[config.mk]
export PLATFORM = sky130hd
export DESIGN_NAME = cmd_dispatch
export DESIGN_NICKNAME = d
export VERILOG_FILES = /design/src/rtl/cmd_dispatch.sv
export SDC_FILE = /design/constraint.sdc
export NUM_CORES = 1
export LEC_CHECK = 0
export BUFFER_PORTS_ARGS = -buffer_cell sky130_fd_sc_hd__buf_2
export CAP_MARGIN = 20
export CORE_MARGIN = 2
export CORE_UTILIZATION = 40
export CTS_CLUSTER_DIAMETER = 80
export DETAILED_ROUTE_END_ITERATION = 10
export GPL_TIMING_DRIVEN = 0
export SYNTH_ARGS = -nofsm -noshare
export SYNTH_HDL_FRONTEND = slang
export SYNTH_SLANG_ARGS = --single-unit
[constraint.sdc]
create_clock -name clk -period 4.4 [get_ports clk]
set_clock_uncertainty 0.2 [all_clocks]
set_input_delay 0.22 -clock clk [delete_from_list [all_inputs] [get_ports clk]]
set_output_delay 0.22 -clock clk [all_outputs]
set_load 0.05 [all_outputs]
[src/rtl/cmd_dispatch.sv]
// cmd_dispatch: command sequencer between the comm wrapper and the flight datapath.
// Decodes received frames, updates the attitude/thrust setpoints, runs the battery
// conversion and inertial calibration handshakes, answers every command with one
// response byte, and owns the comm-loss watchdog and motor-off control.
// Pulse outputs and the response byte are precomputed one edge early so that they
// come straight from flops while still meeting the command-to-response latency.
module cmd_dispatch #(
   parameter int         WD_WIDTH   = 26,
   parameter int         SPIN_WIDTH = 25,
   parameter logic [7:0] ACK        = 8'hA5,
   parameter logic [7:0] NAK        = 8'hEE
) (
   input  logic        clk,
   input  logic        rst_n,
   input  logic        cmd_rdy,
   input  logic [7:0]  cmd,
   input  logic [15:0] data,
   output logic        clr_cmd_rdy,
   output logic [7:0]  resp,
   output logic        send_resp,
   input  logic        resp_sent,
   output logic [15:0] d_ptch,
   output logic [15:0] d_roll,
   output logic [15:0] d_yaw,
   output logic [8:0]  thrst,
   output logic        strt_cnv,
   input  logic        cnv_cmplt,
   input  logic [11:0] batt,
   output logic        inertial_cal,
   output logic        strt_cal,
   input  logic        cal_done,
   output logic        motors_off
);

   localparam logic [7:0] CMD_REQ_BATT  = 8'h01;
   localparam logic [7:0] CMD_SET_PTCH  = 8'h02;
   localparam logic [7:0] CMD_SET_ROLL  = 8'h03;
   localparam logic [7:0] CMD_SET_YAW   = 8'h04;
   localparam logic [7:0] CMD_SET_THRST = 8'h05;
   localparam logic [7:0] CMD_CALIBRATE = 8'h06;
   localparam logic [7:0] CMD_EMER_LAND = 8'h07;
   localparam logic [7:0] CMD_MTRS_OFF  = 8'h08;

   localparam logic [WD_WIDTH-1:0]   WD_MAX    = {WD_WIDTH{1'b1}};
   localparam logic [WD_WIDTH-1:0]   WD_ZERO   = {WD_WIDTH{1'b0}};
   localparam logic [WD_WIDTH-1:0]   WD_ONE    = {{(WD_WIDTH-1){1'b0}}, 1'b1};
   localparam logic [SPIN_WIDTH-1:0] SPIN_ZERO = {SPIN_WIDTH{1'b0}};
   localparam logic [SPIN_WIDTH-1:0] SPIN_ONE  = {{(SPIN_WIDTH-1){1'b0}}, 1'b1};
   // Value one below all-ones: seeing it means the counter hits all-ones next edge.
   localparam logic [SPIN_WIDTH-1:0] SPIN_LAST = {{(SPIN_WIDTH-1){1'b1}}, 1'b0};

   typedef enum logic [2:0] {
      IDLE      = 3'd0,
      DISPATCH  = 3'd1,
      WAIT_CNV  = 3'd2,
      SPIN      = 3'd3,
      WAIT_CAL  = 3'd4,
      WAIT_SENT = 3'd5
   } state_t;

   state_t                state_r, state_nxt_s;
   logic [7:0]            cmd_r, cmd_nxt_s;
   logic [15:0]           data_r, data_nxt_s;
   logic [WD_WIDTH-1:0]   wd_r, wd_nxt_s, wd_inc_s;
   logic [SPIN_WIDTH-1:0] spin_r, spin_nxt_s;
   logic [15:0]           d_ptch_r, d_ptch_nxt_s;
   logic [15:0]           d_roll_r, d_roll_nxt_s;
   logic [15:0]           d_yaw_r, d_yaw_nxt_s;
   logic [8:0]            thrst_r, thrst_nxt_s;
   logic [7:0]            resp_r, resp_nxt_s;
   logic                  send_resp_r, send_resp_nxt_s;
   logic                  strt_cnv_r, strt_cnv_nxt_s;
   logic                  strt_cal_r, strt_cal_nxt_s;
   logic                  motors_off_r, motors_off_nxt_s;
   logic                  inertial_cal_r, inertial_cal_nxt_s;
   logic                  clr_cmd_rdy_s;
   logic                  accept_s;
   logic                  wd_timeout_s;

   assign clr_cmd_rdy  = clr_cmd_rdy_s;
   assign resp         = resp_r;
   assign send_resp    = send_resp_r;
   assign d_ptch       = d_ptch_r;
   assign d_roll       = d_roll_r;
   assign d_yaw        = d_yaw_r;
   assign thrst        = thrst_r;
   assign strt_cnv     = strt_cnv_r;
   assign strt_cal     = strt_cal_r;
   assign motors_off   = motors_off_r;
   assign inertial_cal = inertial_cal_r;

   // Next-state, frame acceptance, watchdog and setpoint update logic.
   always_comb begin
      state_nxt_s        = state_r;
      cmd_nxt_s          = cmd_r;
      data_nxt_s         = data_r;
      spin_nxt_s         = spin_r;
      d_ptch_nxt_s       = d_ptch_r;
      d_roll_nxt_s       = d_roll_r;
      d_yaw_nxt_s        = d_yaw_r;
      thrst_nxt_s        = thrst_r;
      resp_nxt_s         = resp_r;
      send_resp_nxt_s    = 1'b0;
      strt_cnv_nxt_s     = 1'b0;
      strt_cal_nxt_s     = 1'b0;
      motors_off_nxt_s   = motors_off_r;
      inertial_cal_nxt_s = inertial_cal_r;
      clr_cmd_rdy_s      = 1'b0;

      accept_s = (state_r == IDLE) && cmd_rdy;

      // Watchdog saturates at all-ones; an accepted frame restarts it.
      if (wd_r == WD_MAX) begin
         wd_inc_s = wd_r;
      end else begin
         wd_inc_s = wd_r + WD_ONE;
      end
      if (accept_s) begin
         wd_nxt_s = WD_ZERO;
      end else begin
         wd_nxt_s = wd_inc_s;
      end
      wd_timeout_s = (wd_nxt_s == WD_MAX);

      // Comm loss: keep the setpoints at zero for as long as the watchdog is saturated.
      if (wd_timeout_s) begin
         d_ptch_nxt_s = 16'h0000;
         d_roll_nxt_s = 16'h0000;
         d_yaw_nxt_s  = 16'h0000;
         thrst_nxt_s  = 9'h000;
      end else begin
         d_ptch_nxt_s = d_ptch_r;
      end

      case (state_r)
         IDLE: begin
            if (cmd_rdy) begin
               clr_cmd_rdy_s = 1'b1;
               cmd_nxt_s     = cmd;
               data_nxt_s    = data;
               state_nxt_s   = DISPATCH;
               // Decode early so resp/send_resp are already registered during DISPATCH.
               case (cmd)
                  CMD_REQ_BATT: begin
                     strt_cnv_nxt_s = 1'b1;
                  end
                  CMD_CALIBRATE: begin
                     strt_cnv_nxt_s = 1'b0;
                  end
                  CMD_SET_PTCH, CMD_SET_ROLL, CMD_SET_YAW, CMD_SET_THRST,
                  CMD_EMER_LAND, CMD_MTRS_OFF: begin
                     resp_nxt_s      = ACK;
                     send_resp_nxt_s = 1'b1;
                  end
                  default: begin
                     resp_nxt_s      = NAK;
                     send_resp_nxt_s = 1'b1;
                  end
               endcase
            end else begin
               state_nxt_s = IDLE;
            end
         end
         DISPATCH: begin
            state_nxt_s = WAIT_SENT;
            case (cmd_r)
               CMD_SET_PTCH:  d_ptch_nxt_s = data_r;
               CMD_SET_ROLL:  d_roll_nxt_s = data_r;
               CMD_SET_YAW:   d_yaw_nxt_s  = data_r;
               CMD_SET_THRST: thrst_nxt_s  = data_r[8:0];
               CMD_EMER_LAND: begin
                  d_ptch_nxt_s = 16'h0000;
                  d_roll_nxt_s = 16'h0000;
                  d_yaw_nxt_s  = 16'h0000;
                  thrst_nxt_s  = 9'h000;
               end
               CMD_MTRS_OFF: motors_off_nxt_s = 1'b1;
               CMD_REQ_BATT: state_nxt_s = WAIT_CNV;
               CMD_CALIBRATE: begin
                  motors_off_nxt_s   = 1'b0;
                  inertial_cal_nxt_s = 1'b1;
                  spin_nxt_s         = SPIN_ZERO;
                  state_nxt_s        = SPIN;
               end
               default: state_nxt_s = WAIT_SENT;
            endcase
         end
         WAIT_CNV: begin
            if (cnv_cmplt) begin
               resp_nxt_s      = batt[11:4];
               send_resp_nxt_s = 1'b1;
               state_nxt_s     = WAIT_SENT;
            end else begin
               state_nxt_s = WAIT_CNV;
            end
         end
         SPIN: begin
            spin_nxt_s = spin_r + SPIN_ONE;
            // strt_cal rises in the same cycle the counter reads all-ones.
            if (spin_r == SPIN_LAST) begin
               strt_cal_nxt_s = 1'b1;
               state_nxt_s    = WAIT_CAL;
            end else begin
               state_nxt_s = SPIN;
            end
         end
         WAIT_CAL: begin
            if (cal_done) begin
               inertial_cal_nxt_s = 1'b0;
               resp_nxt_s         = ACK;
               send_resp_nxt_s    = 1'b1;
               state_nxt_s        = WAIT_SENT;
            end else begin
               state_nxt_s = WAIT_CAL;
            end
         end
         WAIT_SENT: begin
            if (resp_sent) begin
               state_nxt_s = IDLE;
            end else begin
               state_nxt_s = WAIT_SENT;
            end
         end
         default: begin
            state_nxt_s = IDLE;
         end
      endcase
   end

   // State, counters, setpoints and registered outputs.
   always_ff @(posedge clk or negedge rst_n) begin
      if (!rst_n) begin
         state_r        <= IDLE;
         cmd_r          <= 8'h00;
         data_r         <= 16'h0000;
         wd_r           <= WD_ZERO;
         spin_r         <= SPIN_ZERO;
         d_ptch_r       <= 16'h0000;
         d_roll_r       <= 16'h0000;
         d_yaw_r        <= 16'h0000;
         thrst_r        <= 9'h000;
         resp_r         <= 8'h00;
         send_resp_r    <= 1'b0;
         strt_cnv_r     <= 1'b0;
         strt_cal_r     <= 1'b0;
         motors_off_r   <= 1'b1;
         inertial_cal_r <= 1'b0;
      end else begin
         state_r        <= state_nxt_s;
         cmd_r          <= cmd_nxt_s;
         data_r         <= data_nxt_s;
         wd_r           <= wd_nxt_s;
         spin_r         <= spin_nxt_s;
         d_ptch_r       <= d_ptch_nxt_s;
         d_roll_r       <= d_roll_nxt_s;
         d_yaw_r        <= d_yaw_nxt_s;
         thrst_r        <= thrst_nxt_s;
         resp_r         <= resp_nxt_s;
         send_resp_r    <= send_resp_nxt_s;
         strt_cnv_r     <= strt_cnv_nxt_s;
         strt_cal_r     <= strt_cal_nxt_s;
         motors_off_r   <= motors_off_nxt_s;
         inertial_cal_r <= inertial_cal_nxt_s;
      end
   end

endmodule

==> impl_metrics.ini, run 1 <==
[floorplan]
rows = 47
ios = 113
die_w_microns = 134
die_area_sq_um = 18000
start_util_pct = 40.8
die_h_microns = 134
coreArea_sq_um = 16600

[routing]
first_pass_iters = 5
drc_errors = 0
antenna_left = 0
wirelength_mm = 18.7
num_vias = 5971
drtIter0Drc = 547
wire_per_inst_microns = 17.5
avgViaCountPerCell = 5.59

[yosys]
yosysSeqAreaShare_pct = 54.7
synth_top_area_cell = dfrtp_1
synth_fp_nets = 714
netlist_area_sq_um = 6770
synthAdderAreaFrac_pct = 0.555
netlist_top_cells_count = 147 x dfrtp_1, 123 x nand2_1, 58 x a32o_1, 42 x nor2_1, 35 x o21ai_0
synth.area.top_cells = dfrtp_1 54%, a32o_1 8.6%, nand2_1 6.8%
synthMuxAreaShare_pct = 0.592
synth-edff-count = 0
synth_seq_cells = 148
synthSimpleGateAreaFrac_pct = 21.8
ys.flop_type = dfrtp_1
ys_types = 49
synth_cells = 669
yosysMostFrequentCell = dfrtp_1
synth_top_area_share_pct = 54.4
synth-compound-area-share_pct = 16.9
synth_area_per_cell_sq_um = 10.1
synth_xor_area_share_pct = 2.33
async_reset_ff_share_pct = 100
synth_top_family_by_area = simple AND/OR/NAND/NOR gates
yosysWarnings = 0

[final_layout]
nets = 880
finalNonFillerCells = 1068
seq_area_sq_um = 3700
multi_input_area_sq_um = 2860
antennaDiodeCount = 0
fillers = 1564
drive_gt1_share_pct = 18.3
syn_to_final_growth_pct = 26.9

[pwr]
leakagePower_uw = 0.00410
power_density_nw_per_um2 = 615
ir_worst_vdd_v = 0.000295

[setup_path]
crit_type = register to register
worstPathRequired_ns = 4.50
reg2reg_depth = 10
r2r_setup_slack_ns = 0.48
path_max_fanout = 10
worstSetupEndpointType = register
endpoint = thrst[5]$_DFF_PN0_
rr_endpoint = thrst[5]$_DFF_PN0_
worstPathArrival_ns = 4.02
timing.rr.start = wd_r[8]$_DFF_PN0_
start_kind = register
worstSetupStartpoint = wd_r[8]$_DFF_PN0_

[global_route]
grt_start_max_net_pins = 79
antenna_found_initial = 0
grt_use_met2_pct = 35.8
grt_usage_pct = 21.1
grt_pass1_vias = 5944
grt_overflow = 0
grt_pass1_wl_mm = 30.1
met1_usage_pct = 27.4
use_met3_pct = 4.50
grt_busiest_layer = met2

[placement]
gp_congestion = 0.893
port_buffers = 108
hpwl_mm = 13.3
post-place-cells = 999

[cts]
h-tree-depth = 4
cts_buffer_depth = 2
post_cts_buffers = 0
post_cts_resized = 0
clk_pin_slew_ns = 0.06
cts.sinks = 148
cts_tree = done
cts_buffers = 17
hold_buffers = 36
cts_root_buf = clkbuf_16
clk_latency_ns = 0.42

[worst_hold_path]
holdCritPathClass = input port to register
hp-start = resp_sent

[flow_run]
drv_cap = 0

[timing]
fin_crit_sh_pct = 89.0
max_freq_ghz = 0.255
slew_headroom_pct = 28.4
setup_viol = 0
finalSetupTns_ns = 0
slew_viol_final = 0
final_hold_viol_count = 0
fin_crit_ns = 3.92
tightest_slew_ns = 1.07
rsz0062_at_grt = no

[run_status]
status = completed
==> layer usage <==
layer  routed length (microns)  up-vias
met3                       787       20
met2                      9540      171
li1                          -     2799
met5                         0        -
met1                      8080     2981
met4                       242        0
==> layout by cell type (no fill, tap or decap), types with 6 or more instances in the layout <==
cell	count
xor2_1	6
buf_2	109
a31oi_1	7
inv_1	9
a21oi_1	22
nand2_1	123
or3_1	6
clkbuf_16	17
and4_1	8
nand4_1	11
dfrtp_1	147
dlygate4sd3_1	36
a32o_1	58
nor3_1	9
nand3_1	32
nand2b_1	6
and3_1	31
and2_1	8
o21ai_0	35
clkbuf_1	30
nor2_1	42
xnor2_1	12
==> worst min-delay path by stage <==
stage / endpoint / cells after the start
CTS: state_r[2]$_DFF_PN0_ / 3
detailed placement: d_yaw[2]$_DFF_PN0_ / 1
finish: state_r[2]$_DFF_PN0_ / 3
global placement: data_r[10]$_DFFE_PN0P_ / 3
global route: state_r[2]$_DFF_PN0_ / 3
floorplan: cmd_r[0]$_DFFE_PN0P_ / 0
==> where the power goes <==
| group | total, uW | switching (uW) | internal (uW) |
|---|---|---|---|
| registers | 1990 | 262 | 1730 |
| logic | 1820 | 1290 | 527 |
| clock network | 1470 | 593 | 876 |
==> per-stage QoR <==
stage                     power (uW)  cell area, sq um  hold WS [ns]  utilization (%)  setup WS (ns)
after floorplan                 3280              6770        -0.276                -          0.992
after global placement          3740              7580         0.213             45.7          0.576
after detailed placement        3800              7620        0.0811             46.0          0.540
after CTS                       5310              8580        0.0236             51.8          0.543
after global routing            5540              8590        0.0527             51.8          0.278
final                           5280              8590        0.0369             51.8          0.483
==> sequential cells by signal, summed over array words and instances, names as in the netlist, 9 cells and up <==
register / count
wd_r: 26
spin_r: 25
d_ptch: 16
d_roll: 16
d_yaw: 16
data_r: 16
thrst: 9
==> final cells by class <==
cell class / count / area share (%)
multi-input cells: 475 / 33.3
repair buffers: 147 / 11.0
inverters: 9 / 0.393
well taps: 220 / 3.21
clock inverters: 12 / 1.66
flip-flops and latches: 148 / 43.1
plain buffers: 37 / 2.03
clock buffers: 20 / 5.32
==> kinds of logic (layout without fill, tap and decap cells) <==
logic type / count (synthesis) / count (layout)
and+or+nand+nor: 300 / 300
buffers and inverters: 46 / 225
muxes: 4 / 4
AOI/OAI and AO/OA: 150 / 150
xor gates and xnor gates: 18 / 18
DFF: 148 / 148
adders and majority gates: 3 / 3
==> worst max-delay path: stages, from the launching register on <==
cell	delay (ns)
dfrtp_1	0.34
buf_4	0.14
nand4_1	0.15
nor4_1	0.61
nand3_1	0.39
nand2_1	0.18
xor2_1	0.12
or4_1	0.50
or4_4	0.58
clkbuf_1	0.27
a32o_1	0.32
(Power assumes the default switching activity.)
==> run 2, diff against run 1 <==
--- a/config.mk
+++ b/config.mk
@@ -7,6 +7,7 @@
 export LEC_CHECK = 0
 export BUFFER_PORTS_ARGS = -buffer_cell sky130_fd_sc_hd__buf_2
 export CAP_MARGIN = 20
+export CORE_ASPECT_RATIO = 1.25
 export CORE_MARGIN = 2
 export CORE_UTILIZATION = 40
 export CTS_CLUSTER_DIAMETER = 80
@@ -15,3 +16,4 @@
 export SYNTH_ARGS = -nofsm -noshare
 export SYNTH_HDL_FRONTEND = slang
 export SYNTH_SLANG_ARGS = --single-unit
+export TNS_END_PERCENT = 30
==> impl_metrics.ini, run 2 (synthesis results as in run 1) <==
[run_status]
status = completed

[routing]
antenna_left = 0
wire_per_inst_microns = 17.8
first_pass_iters = 5
drtIter0Drc = 415
avgViaCountPerCell = 5.65
num_vias = 6030
wirelength_mm = 19.0
drc_errors = 0

[placement]
port_buffers = 108
post-place-ws_ns = 0.482
gp_congestion = 0.961
hpwl_mm = 13.4

[global_route]
grt_overflow = 0
grt_pass1_vias = 5985
grt_start_max_net_pins = 98
grt_usage_pct = 21.4
antenna_found_initial = 0
grt_pass1_wl_mm = 30.1

[timing]
max_freq_ghz = 0.252
setup_viol = 0
fin_crit_sh_pct = 90.1
final_hold_viol_count = 0
finalSetupTns_ns = 0
fin_crit_ns = 3.96
slew_headroom_pct = 22.2
rsz0062_at_grt = no
tightest_slew_ns = 1.16
setup_slack_ns = 0.435
slew_viol_final = 0

[setup_path]
worstSetupEndpointType = register
start_kind = register
max_stage_delay_ns = 0.63
timing.rr.start = wd_r[9]$_DFF_PN0_
r2r_setup_slack_ns = 0.44
crit_type = register to register
rr_endpoint = d_yaw[15]$_DFF_PN0_
reg2reg_depth = 9
worstPathArrival_ns = 4.08
slowest_stage = nor4_1
path_max_fanout = 10
worstPathRequired_ns = 4.51
crit_chain = nand4_1, nor4_1, nand3_1, nand2_1, xor2_1, or4_1, or4_4, clkbuf_1, a32o_1
cp_num_buf_inv = 1
crit_family = simple AND/OR/NAND/NOR gates

[final_layout]
nets = 880
reg_top3 = wd_r (26), spin_r (25)
antennaDiodeCount = 0
drive_gt1_share_pct = 18.4
final_common_cell = dfrtp_1
largest-register = wd_r
syn_to_final_growth_pct = 26.9
largest_reg_flops = 26
fillers = 1585
layout_common_cells = 147 x dfrtp_1, 123 x nand2_1, 109 x buf_2, 58 x a32o_1, 42 x nor2_1

[cts]
cts_buffers = 17
cts.sinks = 148
clk_latency_ns = 0.43
cts_tree = done
h-tree-depth = 4
post_cts_buffers = 0
clk_pin_slew_ns = 0.06
cts_root_buf = clkbuf_16
post_cts_resized = 0
cts_buffer_depth = 2

[worst_hold_path]
whs_path_depth = 3
hp-start = resp_sent
hold_end = state_r[2]$_DFF_PN0_
holdCritPathClass = input port to register

[flow_run]
drv_cap = 0

[pwr]
ir_worst_vdd_v = 0.000389
power_density_nw_per_um2 = 615
pwr-share-clk_pct = 27.5
pwr-share-comb_pct = 34.7
swShare_pct = 40.9
switching_power_uw = 2160
p_seq_share_pct = 37.8
leakagePower_uw = 0.00409
intPower_uw = 3130

[floorplan]
ios = 113
die_w_microns = 120
die_h_microns = 149
coreArea_sq_um = 16700
rows = 53
die_area_sq_um = 18000
start_util_pct = 40.5
run 2: changes by cell type in the layout (fill, tap and decap cells not counted), sizes merged:
cell      previous run  this run
clkinvlp             1         4
inv                 14        12
clkbuf              50        49
run 2: layout make-up:
type	count	area [sq um]	area share, %
clock inverter	13	148	1.72
timing repair buffer	147	947	11.0
multi-input combinational	475	2860	33.2
clock buffer	19	453	5.27
buffer	37	174	2.02
sequential	148	3700	43.1
inverter	9	33.8	0.393
tap	220	275	3.20
run 2: per-stage QoR:
step	hold slack, ns	cell area (sq um)	util, %	std cells	power (uW)
finish	0.0297	8590	51.4	1068	5280
global route	0.0478	8590	51.4	1068	5550
CTS	0.0185	8580	51.3	1066	5300
detailed placement	0.00836	7620	45.6	998	3810
global placement	0.216	7580	45.4	997	3750
floorplan	-0.276	6770	-	669	3280
run 2: routing by layer:
metal	global-route usage, %	part of all wire [%]	vias to the layer above
met1	25.4	42	3050
met4	8.08	2.3	0
li1	-	-	2804
met3	4.76	3.6	31
met2	38.0	52	145
met5	0	0	-
run 2: repair_timing:
action | CTS | global route
hold endpoints to repair | 86 | 0
setup endpoints to repair | 0 | 0
hold buffers | 36 | 0
run 2: power groups by stage:
stage | registers (uW) | clock network [uW] | logic, uW
6_report | 2000 | 1450 | 1830
5_1_grt | 2040 | 1550 | 1960
4_1_cts | 1980 | 1490 | 1830
3_5_place_dp | 2000 | 0 | 1800
3_3_place_gp | 1990 | 0 | 1760
2_1_floorplan | 2580 | 0 | 695
run 2: worst max path at each step:
stage / startpoint / slack, ns / cells past startpoint / endpoint
2_1_floorplan: wd_r[8]$_DFF_PN0_ / 0.99 / 11 / d_yaw[0]$_DFF_PN0_
3_3_place_gp: wd_r[8]$_DFF_PN0_ / 0.54 / 10 / thrst[3]$_DFF_PN0_
3_5_place_dp: wd_r[8]$_DFF_PN0_ / 0.48 / 10 / thrst[1]$_DFF_PN0_
4_1_cts: wd_r[8]$_DFF_PN0_ / 0.46 / 10 / d_yaw[15]$_DFF_PN0_
5_1_grt: wd_r[8]$_DFF_PN0_ / 0.18 / 10 / thrst[8]$_DFF_PN0_
6_report: wd_r[9]$_DFF_PN0_ / 0.44 / 9 / d_yaw[15]$_DFF_PN0_
run 2: worst register-to-register path, cell delays in order, from the launching register on:
cell and delay (ns):
dfrtp_1 0.43, nand4_1 0.18, nor4_1 0.63, nand3_1 0.39, nand2_1 0.18, xor2_1 0.13, or4_1 0.51, or4_4 0.57
clkbuf_1 0.29, a32o_1 0.33
